===== config.mk =====
export PLATFORM = sky130hd
export DESIGN_NAME = proc_param_flat
export DESIGN_NICKNAME = d
export VERILOG_FILES = /design/src/rtl/proc_pkg.sv /design/src/rtl/proc_param_if.sv /design/src/rtl/proc_alu.sv /design/src/rtl/proc_param.sv /design/src/flat_wrapper.sv
export SDC_FILE = /design/constraint.sdc
export NUM_CORES = 1
export LEC_CHECK = 0
export CAP_MARGIN = 30
export CORE_ASPECT_RATIO = 0.75
export CORE_UTILIZATION = 40
export DETAILED_ROUTE_END_ITERATION = 12
export PLACE_DENSITY = 0.63
export SLEW_MARGIN = 20
export SYNTH_ARGS = -nofsm -noshare
export SYNTH_HDL_FRONTEND = slang
export SYNTH_SLANG_ARGS = --single-unit

===== constraint.sdc =====
create_clock -name Clock -period 15.8 [get_ports Clock]
set_input_delay 2.37 -clock Clock [delete_from_list [all_inputs] [get_ports Clock]]
set_output_delay 2.37 -clock Clock [all_outputs]
set_load 0.01 [all_outputs]

===== src/rtl/proc_pkg.sv =====
// Shared definitions for the parametrised multi-cycle processor: opcodes, FSM states
// and ALU function codes.
package proc_pkg;

  localparam logic [3:0] OP_LD   = 4'h0;
  localparam logic [3:0] OP_ST   = 4'h1;
  localparam logic [3:0] OP_MVNZ = 4'h2;
  localparam logic [3:0] OP_MV   = 4'h3;
  localparam logic [3:0] OP_MVI  = 4'h4;
  localparam logic [3:0] OP_ADD  = 4'h5;
  localparam logic [3:0] OP_SUB  = 4'h6;
  localparam logic [3:0] OP_OR   = 4'h7;
  localparam logic [3:0] OP_SLT  = 4'h8;
  localparam logic [3:0] OP_SLL  = 4'h9;
  localparam logic [3:0] OP_SRL  = 4'hA;

  typedef enum logic [1:0] {S_IDLE, S_T1, S_T2, S_T3} state_t;

  typedef enum logic [2:0] {ALU_ADD, ALU_SUB, ALU_OR, ALU_SLT, ALU_SLL, ALU_SRL} alu_op_t;

  // Only meaningful for opcodes the core already classified as ALU instructions.
  function automatic alu_op_t alu_decode(input logic [3:0] op);
    alu_op_t f;
    case (op)
      OP_SUB:  f = ALU_SUB;
      OP_OR:   f = ALU_OR;
      OP_SLT:  f = ALU_SLT;
      OP_SLL:  f = ALU_SLL;
      OP_SRL:  f = ALU_SRL;
      default: f = ALU_ADD;
    endcase
    return f;
  endfunction

endpackage


===== src/rtl/proc_param_if.sv =====
// Handshake and memory-side signals of the processor core. The core takes the master
// modport; the surrounding system (memory, PC/IO glue) takes the slave modport.
interface proc_param_if #(parameter int DW = 16);
  logic          Run;
  logic [DW-1:0] DIN;
  logic          Done;
  logic          Err;
  logic [DW-1:0] BusWires;
  logic [DW-1:0] ADDR;
  logic [DW-1:0] DOUT;
  logic          W;

  modport master (input Run, DIN, output Done, Err, BusWires, ADDR, DOUT, W);
  modport slave  (output Run, DIN, input Done, Err, BusWires, ADDR, DOUT, W);
endinterface


===== src/rtl/proc_alu.sv =====
// Combinational ALU of the processor. The shifter exists only when PROC_SHIFT_EN is
// defined; otherwise shift codes produce 0 and are never selected by the core.
module proc_alu
  import proc_pkg::*;
#(
  parameter int DW = 16
) (
  input  alu_op_t       op,
  input  logic [DW-1:0] a,
  input  logic [DW-1:0] b,
  output logic [DW-1:0] y
);

`ifdef PROC_SHIFT_EN
  localparam int SB = $clog2(DW);
  logic [SB-1:0] shamt;
  assign shamt = b[SB-1:0];
`endif

  always_comb begin
    y = '0;
    case (op)
      ALU_ADD: y = a + b;
      ALU_SUB: y = a - b;
      ALU_OR:  y = a | b;
      ALU_SLT: y = {{(DW-1){1'b0}}, ($signed(a) < $signed(b))};
`ifdef PROC_SHIFT_EN
      ALU_SLL: y = a << shamt;
      ALU_SRL: y = a >> shamt;
`endif
      default: y = '0;
    endcase
  end

endmodule


===== src/rtl/proc_param.sv =====
// Parametrised multi-cycle processor core with Run/Done handshake and ld/st memory port.
// Define PROC_SHIFT_EN to implement sll/srl; otherwise those opcodes decode as illegal.
module proc_param
  import proc_pkg::*;
#(
  parameter int DW    = 16,
  parameter int NREGS = 8
) (
  input logic         Clock,
  input logic         Reset,
  proc_param_if.master bus
);

  localparam int RB = $clog2(NREGS);
  localparam int IW = 4 + 2 * RB;

  state_t        state_reg, state_next;
  logic [IW-1:0] ir_reg;
  logic [DW-1:0] r_reg [NREGS];
  logic [DW-1:0] a_reg, g_reg, addr_reg, dout_reg;
  logic [DW-1:0] alu_y, bus_val;
  logic [3:0]    op;
  logic [RB-1:0] rx, ry, sel_idx;
  logic          alu_cmd, sel_din, sel_g, sel_r;
  logic          ir_wr, rx_wr, a_wr, g_wr, addr_wr, dout_wr;
  logic          done, err, w;
  alu_op_t       alu_fn;

  assign op = ir_reg[IW-1 -: 4];
  assign rx = ir_reg[2*RB-1 -: RB];
  assign ry = ir_reg[RB-1:0];

`ifdef PROC_SHIFT_EN
  assign alu_cmd = (op >= OP_ADD) && (op <= OP_SRL);
`else
  assign alu_cmd = (op >= OP_ADD) && (op <= OP_SLT);
`endif

  assign alu_fn = alu_decode(op);

  proc_alu #(.DW(DW)) u_alu (
    .op (alu_fn),
    .a  (a_reg),
    .b  (bus_val),
    .y  (alu_y)
  );

  // Single-source bus; priority only matters if decode ever selects two at once.
  always_comb begin
    bus_val = '0;
    if (sel_din)    bus_val = bus.DIN;
    else if (sel_g) bus_val = g_reg;
    else if (sel_r) bus_val = r_reg[sel_idx];
  end

  always_comb begin
    state_next = state_reg;
    done       = 1'b0;
    err        = 1'b0;
    w          = 1'b0;
    sel_din    = 1'b0;
    sel_g      = 1'b0;
    sel_r      = 1'b0;
    sel_idx    = ry;
    ir_wr      = 1'b0;
    rx_wr      = 1'b0;
    a_wr       = 1'b0;
    g_wr       = 1'b0;
    addr_wr    = 1'b0;
    dout_wr    = 1'b0;
    case (state_reg)
      S_IDLE: begin
        if (bus.Run) begin
          ir_wr      = 1'b1;
          state_next = S_T1;
        end
      end
      S_T1: begin
        state_next = S_IDLE;
        if (alu_cmd) begin
          sel_r      = 1'b1;
          sel_idx    = rx;
          a_wr       = 1'b1;
          state_next = S_T2;
        end else begin
          case (op)
            OP_MV:   begin sel_r = 1'b1; rx_wr = 1'b1; done = 1'b1; end
            OP_MVNZ: begin sel_r = 1'b1; rx_wr = (g_reg != '0); done = 1'b1; end
            OP_MVI:  begin sel_din = 1'b1; rx_wr = 1'b1; done = 1'b1; end
            OP_LD, OP_ST: begin
              sel_r      = 1'b1;
              addr_wr    = 1'b1;
              state_next = S_T2;
            end
            default: begin done = 1'b1; err = 1'b1; end
          endcase
        end
      end
      S_T2: begin
        state_next = S_IDLE;
        if (alu_cmd) begin
          sel_r      = 1'b1;
          g_wr       = 1'b1;
          state_next = S_T3;
        end else if (op == OP_LD) begin
          state_next = S_T3;
        end else if (op == OP_ST) begin
          sel_r   = 1'b1;
          sel_idx = rx;
          dout_wr = 1'b1;
          w       = 1'b1;
          done    = 1'b1;
        end
      end
      S_T3: begin
        // Only ALU ops and ld reach here: write back G or the memory read data.
        state_next = S_IDLE;
        rx_wr      = 1'b1;
        done       = 1'b1;
        if (alu_cmd) sel_g   = 1'b1;
        else         sel_din = 1'b1;
      end
      default: state_next = S_IDLE;
    endcase
  end

  always_ff @(posedge Clock or posedge Reset) begin
    if (Reset) begin
      state_reg <= S_IDLE;
      ir_reg    <= '0;
      a_reg     <= '0;
      g_reg     <= '0;
      addr_reg  <= '0;
      dout_reg  <= '0;
      for (int i = 0; i < NREGS; i++) r_reg[i] <= '0;
    end else begin
      state_reg <= state_next;
      if (ir_wr)   ir_reg       <= bus.DIN[IW-1:0];
      if (rx_wr)   r_reg[rx]    <= bus_val;
      if (a_wr)    a_reg        <= bus_val;
      if (g_wr)    g_reg        <= alu_y;
      if (addr_wr) addr_reg     <= bus_val;
      if (dout_wr) dout_reg     <= bus_val;
    end
  end

  assign bus.Done     = done;
  assign bus.Err      = err;
  assign bus.W        = w;
  assign bus.BusWires = bus_val;
  assign bus.ADDR     = addr_reg;
  assign bus.DOUT     = dout_reg;

endmodule

===== src/flat_wrapper.sv =====
// flat-port wrapper written by rule: the top's interface ports become plain ports
module proc_param_flat import proc_pkg::*;
#(
  parameter int DW    = 16,
  parameter int NREGS = 8
)
  (Clock, Reset, bus_Run, bus_DIN, bus_Done, bus_Err, bus_BusWires, bus_ADDR, bus_DOUT, bus_W);
  proc_param_if #(.DW(DW)) bus_i ();
  input logic Clock;
  input logic Reset;
  input wire logic [$bits(bus_i.Run)-1:0] bus_Run;
  input wire logic [$bits(bus_i.DIN)-1:0] bus_DIN;
  output wire logic [$bits(bus_i.Done)-1:0] bus_Done;
  output wire logic [$bits(bus_i.Err)-1:0] bus_Err;
  output wire logic [$bits(bus_i.BusWires)-1:0] bus_BusWires;
  output wire logic [$bits(bus_i.ADDR)-1:0] bus_ADDR;
  output wire logic [$bits(bus_i.DOUT)-1:0] bus_DOUT;
  output wire logic [$bits(bus_i.W)-1:0] bus_W;
  assign bus_i.Run = bus_Run;
  assign bus_i.DIN = bus_DIN;
  assign bus_Done = bus_i.Done;
  assign bus_Err = bus_i.Err;
  assign bus_BusWires = bus_i.BusWires;
  assign bus_ADDR = bus_i.ADDR;
  assign bus_DOUT = bus_i.DOUT;
  assign bus_W = bus_i.W;
  proc_param #(.DW(DW), .NREGS(NREGS)) u_core (.Clock(Clock), .Reset(Reset), .bus(bus_i));
endmodule

==> results of run 1 <==
-- cell families (layout without fill, tap and decap cells) --
kind of cell / after synthesis / after routing / share of synthesized area
AOI/OAI and AO/OA: 469 / 469 / 0.295
adders and majority gates: 59 / 59 / 0.0593
xor gates and xnor gates: 17 / 17 / 0.0117
and+or+nand+nor: 469 / 469 / 0.164
buffers and inverters: 165 / 195 / 0.0583
DFF: 204 / 204 / 0.402
muxes: 11 / 11 / 0.00966
-- routing by layer --
layer | global-route usage | up-vias
met3 | 0.0552 | 63
met4 | 0.0656 | 0
met5 | 0.00150 | -
met2 | 0.372 | 427
met1 | 0.360 | 5410
li1 | - | 5082
-- worst max-delay path, stage by stage (launching register included) --
cell	delay [ns]
sky130_fd_sc_hd__dfrtp_1	0.57
sky130_fd_sc_hd__or4b_1	0.72
sky130_fd_sc_hd__o21ai_2	0.17
sky130_fd_sc_hd__and2_1	0.52
sky130_fd_sc_hd__or2_1	0.83
sky130_fd_sc_hd__a31oi_1	0.13
sky130_fd_sc_hd__a41oi_2	0.76
sky130_fd_sc_hd__nor2_1	0.26
sky130_fd_sc_hd__clkdlybuf4s50_1	0.55
-- area by class of cell --
type | count | area [µm²] | share of cell area
clock buffers | 32 | 689 | 0.0472
flip-flops and latches | 204 | 5100 | 0.350
inverters | 35 | 139 | 0.00951
well taps | 406 | 508 | 0.0348
multi-input cells | 1025 | 6930 | 0.474
repair buffers | 120 | 1120 | 0.0766
clock inverters | 8 | 111 | 0.00763
-- layout by cell type (no fill, tap or decap), types with 20 or more instances in the layout --
master,n
sky130_fd_sc_hd__clkdlybuf4s50_1,69
sky130_fd_sc_hd__inv_1,34
sky130_fd_sc_hd__nand2_1,240
sky130_fd_sc_hd__a31oi_1,21
sky130_fd_sc_hd__o22ai_1,46
sky130_fd_sc_hd__a21oi_1,79
sky130_fd_sc_hd__clkbuf_16,23
sky130_fd_sc_hd__ha_1,57
sky130_fd_sc_hd__o31ai_2,80
sky130_fd_sc_hd__nor3_1,58
sky130_fd_sc_hd__or2_2,20
sky130_fd_sc_hd__dfrtp_1,204
sky130_fd_sc_hd__buf_4,48
sky130_fd_sc_hd__o31ai_1,83
sky130_fd_sc_hd__o21ai_0,44
sky130_fd_sc_hd__nor2_1,76
-- through the flow --
stage | setup WS [ns] | cells
after global routing | 8.20 | 1830
after floorplan | 7.86 | 1394
after CTS | 8.43 | 1826
after global placement | 9.03 | 1782
after detailed placement | 9.01 | 1786
final | 8.38 | 1830
-- path summary, 6_finish.rpt --
kind,from,end,slack (ns),cells after the start
max,u_core.ir_reg[8],bus_BusWires[0],8.38,8
min,u_core.r_reg[111],u_core.r_reg[111],0.48,2
max reg2reg,u_core.ir_reg[8],u_core.g_reg[13],9.05,16
min reg2reg,u_core.r_reg[111],u_core.r_reg[111],0.48,2
max in group asynchronous,Reset,u_core.r_reg[98],12.13,5
min in group asynchronous,Reset,u_core.ir_reg[1],2.18,2
==> summary.md, run 1 <==
| Metric | Value |
|---|---|
| Run status | completed |
| Post-synth net total | 1472 |
| Insertion delay of the later-clocked pin in the worst-skew pair | 0.54 ns |
| Detailed Routing Iterations Pass 1 | 5 |
| Final setup skew | 0.0178 ns |
| Count of port buffers added during placement | 69 |
| Antenna Diode Count | 0 |
| Relative max-transition margin | 0.340 |
| Wire length of the first global-routing pass | 62600 µm |
| Die Area | 32500 µm² |
| Primary flip-flop cell chosen by synthesis mapping | sky130_fd_sc_hd__dfrtp_1 |
| Count of antenna-violating nets left after detailed routing | 0 |
| Detail Placement HPWL | 26500 µm |
| Total cell area at the placement stage | 13700 µm² |
| PostCTS Resize Cnt | 0 |
| Count leader, synth | sky130_fd_sc_hd__nand2_1 |
| Post-CTS setup buffer count | 0 |
| Setup repair after global routing missed its margin | false |
| Via density per instance | 6.00 |
| Worst hold-check path type | flip-flop to flip-flop |
| Kind of end point of the critical path | primary output |
| Starting density of the core | 0.406 |
| Critical Path AT | 5.05 ns |
| Fin. max-slew vios | 0 |
| Final Hold Fails | 0 |
| Yosys top cell by area | sky130_fd_sc_hd__dfrtp_1 |
| Number of top-level design ports | 70 |
| Share of flip-flops with an asynchronous set or reset after synthesis | 1.00 |
| Required arrival time at the worst endpoint | 13.43 ns |
| Antenna violations before repair | 1 |
| Vias in the first global route | 10514 |
| Die width | 208 µm |
| Fraction of the core area covered by cells at the end of the flow | 0.467 |
| Routed length on met3 | 3310 µm |
| Fill cell count | 2942 |
| Die height | 156 µm |
| TritonCTS clock tree | done |
| Max Used Layer | met4 |
| Top fanout value on the critical path | 19 |
| F_max | 135 MHz |
| Worst setup path class | flip-flop to primary output |
| Vias after detailed routing | 10982 |
| Number of flip-flops in the largest register | 128 |
| Metal-1 WL | 18700 µm |
| Portion of synthesized cell area occupied by the leading cell type | 0.402 |
| MaxCap Viol Count | 0 |
| Number of flops mapped to enable cells by yosys | 0 |
| Total clock sinks | 204 |
| Total routed wirelength | 40300 µm |
| Maximum root-to-sink buffer count | 3 |
| Final hold slack | 0.476 ns |
| Average instance area after synthesis | 9.11 µm² |
| Total DRC errors in the routed layout | 0 |
| Sum of negative setup slack | 0 ns |
| Count of routing violations after the opening detailed-route iteration | 1128 |
| CTS Hold Bufs | 0 |
| Number of standard cells after synthesis | 1394 |
| Nets | 1487 |
| Core Footprint | 31300 µm² |
| Floorplan row count | 56 |
| Kind of start point of the critical path | flip-flop |
| Aggregate global-route resource usage | 0.249 |
| YS warnings | 0 |
| Worst-path clk slew | 0.06 ns |
| Netlist area before placement | 12700 µm² |
| Detail Route met2 WL | 17300 µm |
| Largest net degree at the start of global routing | 132 |
| Commonest cells in the netlist | sky130_fd_sc_hd__nand2_1 (240), sky130_fd_sc_hd__dfrtp_1 (204), sky130_fd_sc_hd__clkbuf_1 (89), sky130_fd_sc_hd__o31ai_1 (83), sky130_fd_sc_hd__o31ai_2 (80) |
| Top cells by area in the synthesized netlist | sky130_fd_sc_hd__dfrtp_1 (40%), sky130_fd_sc_hd__o31ai_2 (7.9%), sky130_fd_sc_hd__nand2_1 (7.1%) |
| Final design area excluding fillers | 14600 µm² |
| Number of synthesized register bits | 204 |
| Area delta synth->final | 14.9% |
| Clock period minus final worst setup slack | 7.42 ns |
| Fraction of final layout cells with drive strength greater than 1 | 0.169 |
| Wire length per cell after detailed routing | 22.0 µm |
| Transition time of the tightest slew-check pin | 0.986 ns |
| Maximum level of the CTS H-tree | 1 |
| Distinct cells, synth | 78 |
| Final Cycle Share | 0.469 |
| Part of the Yosys area used for sequential elements | 0.402 |
| Final GP Congestion | 0.886 |
| Num CTS Buffers | 23 |
| Gr ovfl total | 0 |
| Final number of setup-violating endpoints | 0 |
| Clock Root Buffer | sky130_fd_sc_hd__clkbuf_16 |
Power of run 1 is left out: the tool's default activity adds up to more than one toggle a clock period on the data nets, which glitch-free logic cannot reach.
==> run 2: changes to the inputs <==
--- a/config.mk
+++ b/config.mk
@@ -9,7 +9,7 @@
 export CORE_ASPECT_RATIO = 0.75
 export CORE_UTILIZATION = 40
 export DETAILED_ROUTE_END_ITERATION = 12
-export PLACE_DENSITY = 0.63
+export PLACE_DENSITY = 0.65
 export SLEW_MARGIN = 20
 export SYNTH_ARGS = -nofsm -noshare
 export SYNTH_HDL_FRONTEND = slang
==> constraint.sdc (replaced) <==
create_clock -name Clock -period 6.1 [get_ports Clock]
set_input_delay 0.915 -clock Clock [delete_from_list [all_inputs] [get_ports Clock]]
set_output_delay 0.915 -clock Clock [all_outputs]
set_load 0.01 [all_outputs]
==> run 2 against run 1 <==
Effect of this change:
- die area stayed put
- clock skew hardly changed
- count of clock-buffer cells in the layout stayed put
- first-iteration DRC count is 12% higher
- cell area is 0.33% higher
- sequential share of layout area is 0.12 points lower
- flip-flop and latch count stayed put
- register-to-register slack worse by 8.7 ns
- critical endpoint is now u_core.g_reg[13]
==> summary.md, run 2 (synthesis gave the netlist of run 1 again) <==
| Metric | Value |
|---|---|
| Run status | completed |
| Transition time of the tightest slew-check pin | 1.12 ns |
| Antenna Diode Count | 0 |
| Critical Path Most Common Cell | sky130_fd_sc_hd__nor2_1 |
| Num CTS Buffers | 22 |
| CTS Hold Bufs | 0 |
| Total cell area at the placement stage | 13900 µm² |
| Hold Path Stages | 2 |
| Setup repair after global routing missed its margin | false |
| Post-CTS setup buffer count | 0 |
| Critical Path AT | 6.22 ns |
| Launch point of the critical path | u_core.ir_reg[9] |
| Starting density of the core | 0.406 |
| Fraction of the core area covered by cells at the end of the flow | 0.469 |
| Area delta synth->final | 15.3% |
| Commonest non-fill, non-tap cells in the layout | sky130_fd_sc_hd__nand2_1 (240), sky130_fd_sc_hd__dfrtp_1 (204), sky130_fd_sc_hd__o31ai_1 (83), sky130_fd_sc_hd__o31ai_2 (80), sky130_fd_sc_hd__a21oi_1 (79) |
| Final number of setup-violating endpoints | 0 |
| Core Footprint | 31300 µm² |
| Sink of the worst hold path | u_core.r_reg[103] |
| F_max | 173 MHz |
| Count of antenna-violating nets left after detailed routing | 0 |
| Most common cell after layout, fill and taps aside | sky130_fd_sc_hd__nand2_1 |
| Clock Root Buffer | sky130_fd_sc_hd__clkbuf_16 |
| Number of top-level design ports | 70 |
| Fill cell count | 2988 |
| FF-to-FF path depth | 16 |
| Origin of the critical flop-to-flop path | u_core.ir_reg[9] |
| Final GP Congestion | 0.970 |
| Via density per instance | 6.02 |
| Cell at the slowest stage of the critical path | sky130_fd_sc_hd__o41ai_1 |
| Worst hold-check path type | flip-flop to flip-flop |
| Worst-path clk slew | 0.07 ns |
| Worst path max stage delay | 0.74 ns |
| Clock period minus final worst setup slack | 5.79 ns |
| Register-to-register setup slack | 0.31 ns |
| TritonCTS clock tree | done |
| Largest net degree at the start of global routing | 184 |
| Maximum level of the CTS H-tree | 1 |
| PostCTS Resize Cnt | 0 |
| Floorplan row count | 56 |
| Detailed Routing Iterations Pass 1 | 5 |
| Count of port buffers added during placement | 69 |
| Kind of end point of the critical path | flip-flop |
| Relative max-transition margin | 0.255 |
| Vias after detailed routing | 11113 |
| Detail Placement HPWL | 27500 µm |
| Sum of negative setup slack | 0 ns |
| Count of routing violations after the opening detailed-route iteration | 1264 |
| Gr ovfl total | 0 |
| Worst setup path class | flip-flop to flip-flop |
| Die Area | 32500 µm² |
| Wire length per cell after detailed routing | 21.9 µm |
| Top fanout value on the critical path | 17 |
| Maximum root-to-sink buffer count | 3 |
| Wire length of the first global-routing pass | 62100 µm |
| Nets | 1502 |
| Critical-path cell list | or4b_1 > a21o_1 > a21boi_0 > o211a_1 > o22ai_1 > a41oi_2 > nor2_1 > ha_1 > nor2_1 > o311ai_0 > a2111oi_0 > buf_4 > o41ai_1 > xnor2_1 > o221ai_1 > o22a_1 |
| Die height | 156 µm |
| Fin. max-slew vios | 0 |
| Final setup skew | 0.0178 ns |
| Fraction of final layout cells with drive strength greater than 1 | 0.177 |
| Kind of start point of the critical path | flip-flop |
| MaxCap Viol Count | 0 |
| Die width | 208 µm |
| Required arrival time at the worst endpoint | 6.53 ns |
| Total clock sinks | 204 |
| Insertion delay of the later-clocked pin in the worst-skew pair | 0.54 ns |
| Final Hold Fails | 0 |
| Total DRC errors in the routed layout | 0 |
| Number of flip-flops in the largest register | 128 |
| Start point of the worst hold path | u_core.r_reg[103] |
| Aggregate global-route resource usage | 0.246 |
| Final design area excluding fillers | 14600 µm² |
| Total routed wirelength | 40500 µm |
| Capture instance of the worst register-to-register path | u_core.g_reg[13] |
| Antenna violations before repair | 0 |
| Final Cycle Share | 0.949 |
| Vias in the first global route | 10476 |
-- run 2: layer usage --
layer / GRT usage / vias to the layer above / share of wire
met4: 0.0713 / 0 / 0.025
met1: 0.359 / 5441 / 0.46
met5: 0 / - / 0
met2: 0.365 / 489 / 0.43
met3: 0.0528 / 67 / 0.087
li1: - / 5116 / -
-- run 2: through the flow --
step           worst slack [ns]  instances  hold WS (ns)
4_1_cts                   0.467       1844         0.474
2_1_floorplan              1.19       1394         0.442
6_report                  0.310       1846         0.471
3_3_place_gp              0.577       1799         0.454
3_5_place_dp              0.504       1804         0.460
5_1_grt                  0.0697       1846         0.495
-- run 2: critical path: cells and delay by family, from the launching register on --
family / cells / cell delay (ns)
compound gates: 10 / 3.53
xor+xnor: 1 / 0.20
fa+ha+maj: 1 / 0.30
buf+inv: 1 / 0.20
flops: 1 / 0.60
simple gates: 3 / 0.82
-- run 2: cell type report --
class	count	area, µm²	share of cell area
Multi-Input combinational cell	1025	6920	0.473
Sequential cell	204	5100	0.349
Timing Repair Buffer	136	1250	0.0851
Clock buffer	32	659	0.0450
Tap cell	406	508	0.0347
Inverter	35	135	0.00923
Clock inverter	8	70.1	0.00478
-- run 2: worst max-delay path by stage --
stage | to | depth (start not counted)
after floorplan | u_core.g_reg[0] | 20
after global placement | u_core.g_reg[13] | 16
after detailed placement | u_core.g_reg[13] | 16
after CTS | u_core.g_reg[13] | 17
after global routing | u_core.g_reg[13] | 17
final | u_core.g_reg[13] | 16
Power of run 2 is left out for the same reason.
==> run 3: changes to the inputs <==
--- a/config.mk
+++ b/config.mk
@@ -8,6 +8,7 @@
 export CAP_MARGIN = 30
 export CORE_ASPECT_RATIO = 0.75
 export CORE_UTILIZATION = 40
+export CTS_BUF_LIST = sky130_fd_sc_hd__clkbuf_8
 export DETAILED_ROUTE_END_ITERATION = 12
 export PLACE_DENSITY = 0.65
 export SLEW_MARGIN = 20
==> constraint.sdc (replaced) <==
create_clock -name Clock -period 5.1 [get_ports Clock]
set_input_delay 0.765 -clock Clock [delete_from_list [all_inputs] [get_ports Clock]]
set_output_delay 0.765 -clock Clock [all_outputs]
set_load 0.01 [all_outputs]
==> run 3 against run 2 <==
Effect of this change:
- global-route usage up 0.33 points
- die area unchanged
- first-iteration DRC count down 17%
- final cell count up 3.7%
- flip-flop and latch count unchanged
- setup slack worse by 0.19 ns
- maximum frequency up 16%
- non-clock buffer count up 46
- cell area up 3.4%
- critical path depth up 4
- sequential share of layout area down 1.1 points
- hold slack better by 0.0025 ns
- largest cell class unchanged
==> summary.md, run 3 (synthesis gave the netlist of run 1 again) <==
| Metric | Value |
|---|---|
| Insertion delay of the later-clocked pin in the worst-skew pair | 0.56 ns |
| Most common cell after layout, fill and taps aside | sky130_fd_sc_hd__nand2_1 |
| Num CTS Buffers | 35 |
| Top fanout value on the critical path | 16 |
| Vias in the first global route | 10760 |
| Final setup skew | 0.0407 ns |
| Fin. max-slew vios | 0 |
| Number of flip-flops in the largest register | 128 |
| Number of top-level design ports | 70 |
| Kind of start point of the critical path | flip-flop |
| Final Cycle Share | 0.977 |
| Final number of setup-violating endpoints | 0 |
| Fraction of final layout cells with drive strength greater than 1 | 0.216 |
| Die height | 156 µm |
| Commonest non-fill, non-tap cells in the layout | sky130_fd_sc_hd__nand2_1 (240), sky130_fd_sc_hd__dfrtp_1 (204), sky130_fd_sc_hd__buf_4 (100), sky130_fd_sc_hd__o31ai_1 (82), sky130_fd_sc_hd__o31ai_2 (81) |
| Detail Placement HPWL | 28600 µm |
| Starting density of the core | 0.406 |
| Setup repair after global routing missed its margin | true |
| MaxCap Viol Count | 0 |
| Final design area excluding fillers | 15100 µm² |
| Count of antenna-violating nets left after detailed routing | 0 |
| Fraction of the core area covered by cells at the end of the flow | 0.485 |
| Die width | 208 µm |
| Area delta synth->final | 19.2% |
| Worst hold-check path type | flip-flop to flip-flop |
| Worst setup path class | flip-flop to flip-flop |
| Antenna Diode Count | 0 |
| Total routed wirelength | 40800 µm |
| Transition time of the tightest slew-check pin | 0.899 ns |
| CTS Hold Bufs | 0 |
| Total cell area at the placement stage | 14300 µm² |
| Wire length of the first global-routing pass | 62900 µm |
| Run status | completed |
| Worst-path clk slew | 0.06 ns |
| F_max | 201 MHz |
| Core Footprint | 31300 µm² |
| Maximum root-to-sink buffer count | 3 |
| Count of port buffers added during placement | 69 |
| Cell count after placement | 1849 |
| Floorplan row count | 56 |
| Gr ovfl total | 0 |
| Die Area | 32500 µm² |
| Total DRC errors in the routed layout | 0 |
| Nets | 1561 |
| Detailed Routing Iterations Pass 1 | 5 |
| Clock period minus final worst setup slack | 4.98 ns |
| Aggregate global-route resource usage | 0.250 |
| Wire length per cell after detailed routing | 21.3 µm |
| Kind of end point of the critical path | flip-flop |
| Vias after detailed routing | 11313 |
| Count of routing violations after the opening detailed-route iteration | 1051 |
| Via density per instance | 5.91 |
| Fill cell count | 2966 |
| Critical Path AT | 5.38 ns |
| FF-to-FF path depth | 20 |
| Largest net degree at the start of global routing | 145 |
| Required arrival time at the worst endpoint | 5.50 ns |
| Hold Path Stages | 2 |
| Antenna violations before repair | 0 |
| Maximum level of the CTS H-tree | 2 |
| Final Instance Count excl. Fillers | 1915 |
| Clock Root Buffer | sky130_fd_sc_hd__clkbuf_8 |
| Total clock sinks | 204 |
| Final GP Congestion | 0.936 |
| TritonCTS clock tree | done |
| Final Hold Fails | 0 |
| Relative max-transition margin | 0.400 |
[run 3: changes by cell type in the layout (fill, tap and decap cells not counted), moves of 4 or more]
cell                        before  now
sky130_fd_sc_hd__clkbuf_8        5   43
sky130_fd_sc_hd__clkbuf_1        4    0
sky130_fd_sc_hd__buf_4          62  100
sky130_fd_sc_hd__buf_12          3    9
sky130_fd_sc_hd__inv_1          34   46
sky130_fd_sc_hd__clkbuf_16      23    1
[run 3: repair_timing]
action,in CTS,in global routing
gates resized for setup,2,15
cloned,0,1
setup buffers,0,2
pin swaps,1,2
setup endpoints to repair,1,11
[run 3: final timing paths]
check / end / startpoint / slack (ns)
max in group asynchronous: u_core.r_reg[84] / Reset / 3.18
min: u_core.r_reg[97] / u_core.r_reg[97] / 0.47
min reg2reg: u_core.r_reg[97] / u_core.r_reg[97] / 0.47
max reg2reg: u_core.g_reg[11] / u_core.state_reg[0] / 0.12
min in group asynchronous: u_core.r_reg[30] / Reset / 0.66
max: u_core.g_reg[11] / u_core.state_reg[0] / 0.12
[run 3: area by class of cell]
cell class	instances	area [µm²]	share of cell area
clock buffer	43	592	0.0391
multi-input combinational	1025	6990	0.462
timing repair buffer	182	1720	0.113
sequential	204	5100	0.337
tap	406	508	0.0335
clock inverter	20	95.1	0.00628
inverter	35	135	0.00892
[run 3: critical path: stages, from the launching register on]
cell and delay (ns):
sky130_fd_sc_hd__dfrtp_1 0.42, sky130_fd_sc_hd__inv_1 0.15, sky130_fd_sc_hd__ha_1 0.20, sky130_fd_sc_hd__nor3b_2 0.20, sky130_fd_sc_hd__o211ai_1 0.16, sky130_fd_sc_hd__buf_4 0.20
sky130_fd_sc_hd__a21boi_4 0.21, sky130_fd_sc_hd__o32ai_2 0.14, sky130_fd_sc_hd__buf_12 0.19, sky130_fd_sc_hd__o22ai_1 0.25, sky130_fd_sc_hd__a41oi_2 0.19, sky130_fd_sc_hd__or2_2 0.35
sky130_fd_sc_hd__ha_1 0.32, sky130_fd_sc_hd__and3_1 0.15, sky130_fd_sc_hd__a2111o_1 0.46, sky130_fd_sc_hd__o22ai_1 0.14, sky130_fd_sc_hd__buf_4 0.15, sky130_fd_sc_hd__o21ai_0 0.21
sky130_fd_sc_hd__a221o_1 0.41, sky130_fd_sc_hd__a21oi_1 0.18, sky130_fd_sc_hd__o21ai_0 0.11
[run 3: through the flow]
step	setup TNS, ns	hold WS [ns]	worst slack, ns
after floorplan	0	0.442	0.190
after detailed placement	0	0.460	0.114
after global routing	-0.0231	0.494	-0.0231
after CTS	0	0.474	0.0178
after global placement	0	0.453	0.0976
final	0	0.473	0.119
[run 3: routing by layer]
metal | wire length [µm] | vias to the layer above | track usage | part of all wire
met4 | 1430 | 0 | 0.0974 | 0.035
met2 | 17000 | 498 | 0.360 | 0.42
li1 | - | 5235 | - | -
met3 | 3460 | 90 | 0.0512 | 0.085
met1 | 18900 | 5490 | 0.364 | 0.46
met5 | 0 | - | 0 | 0
Power of run 3 is left out for the same reason.
